`src/rtl/poly_tone_voicer.sv`:
```
// -----------------------------------------------------------------------------
// poly_tone_voicer
//   Polyphonic tone voicer. Scans the debounced key vector one key per clock,
//   binds each newly pressed key to the lowest-numbered free voice and frees
//   the voice when its key is released. Each active voice runs a half-period
//   counter and produces a square wave at the key's pitch. Key k is the
//   semitone k above C3.
//
// Ports
//   clk           system clock
//   rst           asynchronous, active-high reset
//   key           key held vector (1 = held), synchronous to clk
//   tone          per-voice square wave, 0 when the voice is idle
//   voice_active  per-voice allocation flag
//   voice_key     key index of voice v at [6v+5:6v], 0 when idle
//   voice_freq    nominal pitch in Hz of voice v at [32v+31:32v], 0 when idle
//   mix           number of voices whose tone is currently high
//   drop          one-cycle pulse: new key seen while every voice is busy
// -----------------------------------------------------------------------------
module poly_tone_voicer #(
   parameter int unsigned NKEYS  = 48,
   parameter int unsigned NVOICE = 4,
   parameter int unsigned CLK_HZ = 50000000
) (
   input  logic                     clk,
   input  logic                     rst,
   input  logic [NKEYS-1:0]         key,
   output logic [NVOICE-1:0]        tone,
   output logic [NVOICE-1:0]        voice_active,
   output logic [6*NVOICE-1:0]      voice_key,
   output logic [32*NVOICE-1:0]     voice_freq,
   output logic [3:0]               mix,
   output logic                     drop
);

   // Longest half period belongs to the lowest pitch (130 Hz).
   localparam int unsigned HMAX = CLK_HZ / 260;
   localparam int unsigned CW   = (HMAX < 2) ? 1 : $clog2(HMAX + 1);

   function automatic logic [31:0] freq_hz(input int unsigned k);
      case (k)
         0:  freq_hz = 32'd130;   1:  freq_hz = 32'd138;   2:  freq_hz = 32'd146;
         3:  freq_hz = 32'd155;   4:  freq_hz = 32'd164;   5:  freq_hz = 32'd174;
         6:  freq_hz = 32'd184;   7:  freq_hz = 32'd195;   8:  freq_hz = 32'd207;
         9:  freq_hz = 32'd220;   10: freq_hz = 32'd233;   11: freq_hz = 32'd246;
         12: freq_hz = 32'd261;   13: freq_hz = 32'd277;   14: freq_hz = 32'd293;
         15: freq_hz = 32'd311;   16: freq_hz = 32'd329;   17: freq_hz = 32'd349;
         18: freq_hz = 32'd369;   19: freq_hz = 32'd391;   20: freq_hz = 32'd415;
         21: freq_hz = 32'd440;   22: freq_hz = 32'd466;   23: freq_hz = 32'd493;
         24: freq_hz = 32'd523;   25: freq_hz = 32'd554;   26: freq_hz = 32'd587;
         27: freq_hz = 32'd622;   28: freq_hz = 32'd659;   29: freq_hz = 32'd698;
         30: freq_hz = 32'd739;   31: freq_hz = 32'd783;   32: freq_hz = 32'd830;
         33: freq_hz = 32'd880;   34: freq_hz = 32'd932;   35: freq_hz = 32'd987;
         36: freq_hz = 32'd1046;  37: freq_hz = 32'd1108;  38: freq_hz = 32'd1174;
         39: freq_hz = 32'd1244;  40: freq_hz = 32'd1318;  41: freq_hz = 32'd1396;
         42: freq_hz = 32'd1479;  43: freq_hz = 32'd1567;  44: freq_hz = 32'd1661;
         45: freq_hz = 32'd1760;  46: freq_hz = 32'd1864;  47: freq_hz = 32'd1975;
         default: freq_hz = 32'd0;
      endcase
   endfunction

   function automatic logic [NKEYS*32-1:0] build_freq_tab();
      logic [NKEYS*32-1:0] t;
      t = '0;
      for (int unsigned k = 0; k < NKEYS; k++) begin
         t[32*k +: 32] = freq_hz(k);
      end
      return t;
   endfunction

   // Stores HALF-1 so the counter wrap is a plain equality compare.
   // HALF is clamped to 1 so a very slow clock still yields a valid count.
   function automatic logic [NKEYS*32-1:0] build_hm1_tab();
      logic [NKEYS*32-1:0] t;
      logic [31:0]         h;
      t = '0;
      for (int unsigned k = 0; k < NKEYS; k++) begin
         h = CLK_HZ / (2 * freq_hz(k));
         if (h == '0) begin
            h = 32'd1;
         end
         t[32*k +: 32] = h - 32'd1;
      end
      return t;
   endfunction

   localparam logic [NKEYS*32-1:0] FREQ_TAB = build_freq_tab();
   localparam logic [NKEYS*32-1:0] HM1_TAB  = build_hm1_tab();

   logic [5:0]        scan_idx_q, scan_idx_d;
   logic [NVOICE-1:0] active_q,   active_d;
   logic [NVOICE-1:0] tone_q,     tone_d;
   logic [5:0]        vkey_q  [NVOICE];
   logic [5:0]        vkey_d  [NVOICE];
   logic [31:0]       vfreq_q [NVOICE];
   logic [31:0]       vfreq_d [NVOICE];
   logic [CW-1:0]     cnt_q   [NVOICE];
   logic [CW-1:0]     cnt_d   [NVOICE];
   logic [CW-1:0]     hm1_q   [NVOICE];
   logic [CW-1:0]     hm1_d   [NVOICE];
   logic [3:0]        mix_q,      mix_d;
   logic              drop_q,     drop_d;

   logic              key_bit;
   logic [31:0]       freq_sel;
   logic [CW-1:0]     hm1_sel;
   logic [NVOICE-1:0] hit_oh;
   logic [NVOICE-1:0] alloc_oh;
   logic [NVOICE-1:0] rel_oh;
   logic              free_found;

   always_comb begin
      // Key bit and ROM entries for the key under the scan pointer.
      key_bit  = 1'b0;
      freq_sel = '0;
      hm1_sel  = '0;
      for (int unsigned k = 0; k < NKEYS; k++) begin
         if (scan_idx_q == 6'(k)) begin
            key_bit  = key[k];
            freq_sel = FREQ_TAB[32*k +: 32];
            hm1_sel  = HM1_TAB[32*k +: CW];
         end
      end

      hit_oh     = '0;
      alloc_oh   = '0;
      rel_oh     = '0;
      free_found = 1'b0;
      drop_d     = 1'b0;
      for (int unsigned v = 0; v < NVOICE; v++) begin
         hit_oh[v] = active_q[v] && (vkey_q[v] == scan_idx_q);
      end

      // At most one allocation or one release per cycle.
      if (key_bit && (hit_oh == '0)) begin
         for (int unsigned v = 0; v < NVOICE; v++) begin
            if (!active_q[v] && !free_found) begin
               free_found  = 1'b1;
               alloc_oh[v] = 1'b1;
            end
         end
         drop_d = !free_found;
      end else if (!key_bit) begin
         rel_oh = hit_oh;
      end

      scan_idx_d = (scan_idx_q == 6'(NKEYS - 1)) ? '0 : scan_idx_q + 6'd1;

      active_d = active_q;
      tone_d   = tone_q;
      vkey_d   = vkey_q;
      vfreq_d  = vfreq_q;
      cnt_d    = cnt_q;
      hm1_d    = hm1_q;
      for (int unsigned v = 0; v < NVOICE; v++) begin
         if (alloc_oh[v]) begin
            active_d[v] = 1'b1;
            tone_d[v]   = 1'b0;
            vkey_d[v]   = scan_idx_q;
            vfreq_d[v]  = freq_sel;
            cnt_d[v]    = '0;
            hm1_d[v]    = hm1_sel;
         end else if (rel_oh[v]) begin
            active_d[v] = 1'b0;
            tone_d[v]   = 1'b0;
            vkey_d[v]   = '0;
            vfreq_d[v]  = '0;
            cnt_d[v]    = '0;
            hm1_d[v]    = '0;
         end else if (active_q[v]) begin
            if (cnt_q[v] == hm1_q[v]) begin
               cnt_d[v]  = '0;
               tone_d[v] = ~tone_q[v];
            end else begin
               cnt_d[v]  = cnt_q[v] + CW'(1);
            end
         end
      end

      // Counted from next-state values so mix lines up with tone.
      mix_d = '0;
      for (int unsigned v = 0; v < NVOICE; v++) begin
         mix_d = mix_d + {3'b000, tone_d[v] & active_d[v]};
      end
   end

   always_ff @(posedge clk or posedge rst) begin
      if (rst) begin
         scan_idx_q <= '0;
         active_q   <= '0;
         tone_q     <= '0;
         vkey_q     <= '{default: '0};
         vfreq_q    <= '{default: '0};
         cnt_q      <= '{default: '0};
         hm1_q      <= '{default: '0};
         mix_q      <= '0;
         drop_q     <= 1'b0;
      end else begin
         scan_idx_q <= scan_idx_d;
         active_q   <= active_d;
         tone_q     <= tone_d;
         vkey_q     <= vkey_d;
         vfreq_q    <= vfreq_d;
         cnt_q      <= cnt_d;
         hm1_q      <= hm1_d;
         mix_q      <= mix_d;
         drop_q     <= drop_d;
      end
   end

   always_comb begin
      voice_key  = '0;
      voice_freq = '0;
      for (int unsigned v = 0; v < NVOICE; v++) begin
         voice_key[6*v +: 6]   = vkey_q[v];
         voice_freq[32*v +: 32] = vfreq_q[v];
      end
   end

   assign tone         = tone_q;
   assign voice_active = active_q;
   assign mix          = mix_q;
   assign drop         = drop_q;

endmodule

```
`config.mk`:
```
export PLATFORM = sky130hd
export DESIGN_NAME = poly_tone_voicer
export DESIGN_NICKNAME = d
export VERILOG_FILES = /design/src/rtl/poly_tone_voicer.sv
export SDC_FILE = /design/constraint.sdc
export NUM_CORES = 1
export LEC_CHECK = 0
export CAP_MARGIN = 25
export CORE_ASPECT_RATIO = 0.5
export CORE_MARGIN = 1
export CORE_UTILIZATION = 40
export DETAILED_ROUTE_END_ITERATION = 12
export DONT_BUFFER_PORTS = 1
export HOLD_SLACK_MARGIN = 0.12
export PLACE_DENSITY_LB_ADDON = 0.1
export SETUP_SLACK_MARGIN = 0.02
export SYNTH_ARGS = -nofsm -noshare
export SYNTH_HDL_FRONTEND = slang
export SYNTH_SLANG_ARGS = --single-unit
```
`constraint.sdc`:
```
create_clock -name clk -period 6.7 [get_ports clk]
set_input_delay 1.005 -clock clk [delete_from_list [all_inputs] [get_ports clk]]
set_output_delay 1.005 -clock clk [all_outputs]
set_load 0.1 [all_outputs]
```
==> flow_summary.yaml <==
clock_tree:
  cts_hold_buf: 0
  htreeDepth: 1
  cts_tree: "yes"
  cts_setup_buffers: 0
  root_buffer: "clkbuf_16"
  cts_inserted_buffers: 24
  cts.sinks: 230
  cts.path.max_buffers: 3
  path_clk_slew_ns: 0.06
  worstSkewPairLatency_ns: 0.54
  ctsResizeCount: 0
logic_synthesis:
  synth_top_family_by_area: "compound AO/OA/AOI/OAI gates"
  yosys.area.top_type: "dfrtp_1"
  synth-async-reset-ratio_pct: 100.0
  synth_compound_area_share_pct: 23.78
  synth_most_common_cell: "dfrtp_1"
  yosysSeqAreaShare_pct: 37.50
  synth_xor_area_share_pct: 8.445
  ys.flop_type: "dfrtp_1"
  synth_common_cells: "dfrtp_1 (230), nor2_1 (141), nand2_1 (124)"
  synth_area_mm2: 0.01535
  synth.area.mux_share_pct: 0.1386
  synth_top_area_share_pct: 37.50
  yosys_warnings: 0
  yosys.area_share.adder_pct: 0.9456
  synth-simple-area-share_pct: 20.14
  ys_types: 105
  synth.avg_cell_area_um2: 9.196
  synth.ff_latch_count: 230
  synthCells: 1669
  synth_edf_count: 0
  yosys-top-cells-area: "dfrtp_1 (37%), a22o_1 (6.0%), xnor2_1 (5.1%), buf_4 (4.5%), nor2_1 (3.4%)"
cells_and_area:
  area_growth_pct: 5.429
  finish.instance_area_mm2: 0.01618
  antenna_cells: 0
  fin_util_pct: 43.04
  fillCellCount: 3690
  final_layout_size_suffix_gt1_share_pct: 8.908
  final_nets: 1685
timing:
  relSlewSlack_pct: 18.40
  period_share_pct: 78.83
  rsz0062_at_grt: "false"
  slew_viol_final: 0
  hold_viol_final: 0
  setup_tns_ns: 0
  period_needed_ns: 5.281
  skew_ns: 0.01944
  hold_ws_ns: 0.4305
  tightest_slew_ns: 1.208
  setup_violations: 0
  fmax_ghz: 0.1893
global_route:
  grt_pass1_wl_um: 92100
  grt_util_all_layers_pct: 31.68
  grt_max_degree: 139
  grt_overflow_total: 0
  grt_pass1_vias: 13059
  antenna_found_initial: 0
route:
  remaining_drc_errors: 0
  via_count: 13650
  drtIter0Drc: 1628
  antenna_left: 0
  drt-pass1-iter-count: 5
  via_per_inst: 6.322
  routedWlPerCell_um: 29.13
  wl_um: 62900
floorplan:
  initial_core_util_pct: 40.82
  dieArea_mm2: 0.03921
  core-area_mm2: 0.03760
  die_h_um: 140.5
  rows: 50
  io_pins: 215
  dieWidth_um: 279.0
placement:
  place_congestion: 1.003
  port-buffer-count: 0
  postPlaceCellArea_mm2: 0.01541
  dp_hpwl_um: 46010
setup_path:
  crit_path_max_incr_delay_ns: 0.70
  reg2reg_to: "mix[1]"
  r2r-start: "scan_idx_q[1]"
  worstPathArrival_ns: 5.70
  cpMaxStageDelayCell: "ha_2"
  endpoint_kind: "register"
  r2r_cells: 13
  crit_chain: "ha_2 > buf_4 > nor3b_2 > nand3_1 > o21ai_0 > a211o_2 > a21oi_2 > o211ai_1 > nand3_1 > fa_1 > inv_1 > ha_1 > ha_1"
  critical_path_class: "reg2reg"
  cp_max_fo: 35
  regToRegSetupSlack_ns: 1.42
  crit_family: "adder cells"
  cp_data_required_time_ns: 7.12
  worstSetupStartpointType: "register"
  critPathBufInv: 2
power:
  ir_drop_uv: 189.5
  p_leak_nw: 6.987
  fin_total_pwr_mw: 6.060
  power_density_mw_per_mm2: 374.5
job:
  maxCapViolCount: 0
worst_hold_path:
  hold_class: "in2async"
outcome:
  status: "finished, final reports clean"
[metrics by stage]
step | cells | setup slack, ns
2_1_floorplan | 1753 | 2.687
3_3_place_gp | 2117 | 1.618
3_5_place_dp | 2118 | 1.527
4_1_cts | 2159 | 1.540
5_1_grt | 2159 | 1.030
6_report | 2159 | 1.419
[state kept, by name, summed over array words and instances, names as in the netlist, 3 cells and up]
register and flops:
voice_active 4, voice_key 24, cnt_q 72, hm1_q 72, tone 4, voice_freq 44
scan_idx_q 6, mix 3
[worst max-delay path by stage]
stage,start,end,cells after the start
final,scan_idx_q[1],mix[1],13
after global placement,scan_idx_q[0],mix[1],13
after CTS,scan_idx_q[0],mix[1],13
after global routing,scan_idx_q[0],mix[1],13
after floorplan,rst,cnt_q[0],1
after detailed placement,scan_idx_q[0],mix[1],13
[cell type report]
class	instances	area, um2	share of cell area (%)
tap	520	650.6	4.021
inverter	25	97.59	0.6031
timing repair buffer	44	342.8	2.119
clock inverter	10	115.1	0.7114
sequential	230	5761	35.60
clock buffer	31	656.9	4.059
multi-input combinational	1299	8558	52.89
[per-layer routing]
metal	wire length (um)	global-route usage, %	up-vias	part of all wire, %
li1	-	-	5916	-
met1	27790	44.09	6962	44
met2	28870	50.48	633	46
met3	4013	4.671	139	6.4
met4	2219	10.58	0	3.5
met5	0	0	-	0
[layout by cell type, fill, tap and decap left out, types with 35 or more instances in the layout]
| cell type | n |
|---|---|
| a21oi_1 | 56 |
| a22o_1 | 105 |
| buf_4 | 43 |
| conb_1 | 85 |
| dfrtp_1 | 226 |
| nand2_1 | 124 |
| nand3_1 | 70 |
| nand4_1 | 41 |
| nor2_1 | 141 |
| nor3_1 | 35 |
| o21ai_0 | 64 |
| xnor2_1 | 89 |
| xor2_1 | 59 |
[cell families after synthesis]
group | Yosys count
and+or+nand+nor | 580
AOI/OAI and AO/OA | 473
DFF | 230
buffers and inverters | 224
xor gates and xnor gates | 148
adders and majority gates | 11
muxes | 2
other | 1
[power breakdown]
part,total (mW),internal [mW],switching (mW)
Clock,1.35,0.769,0.581
Combinational,1.41,0.583,0.829
Sequential,3.30,1.75,1.55
Total,6.06,3.10,2.96
No activity file was read; power rests on OpenSTA's default activity.
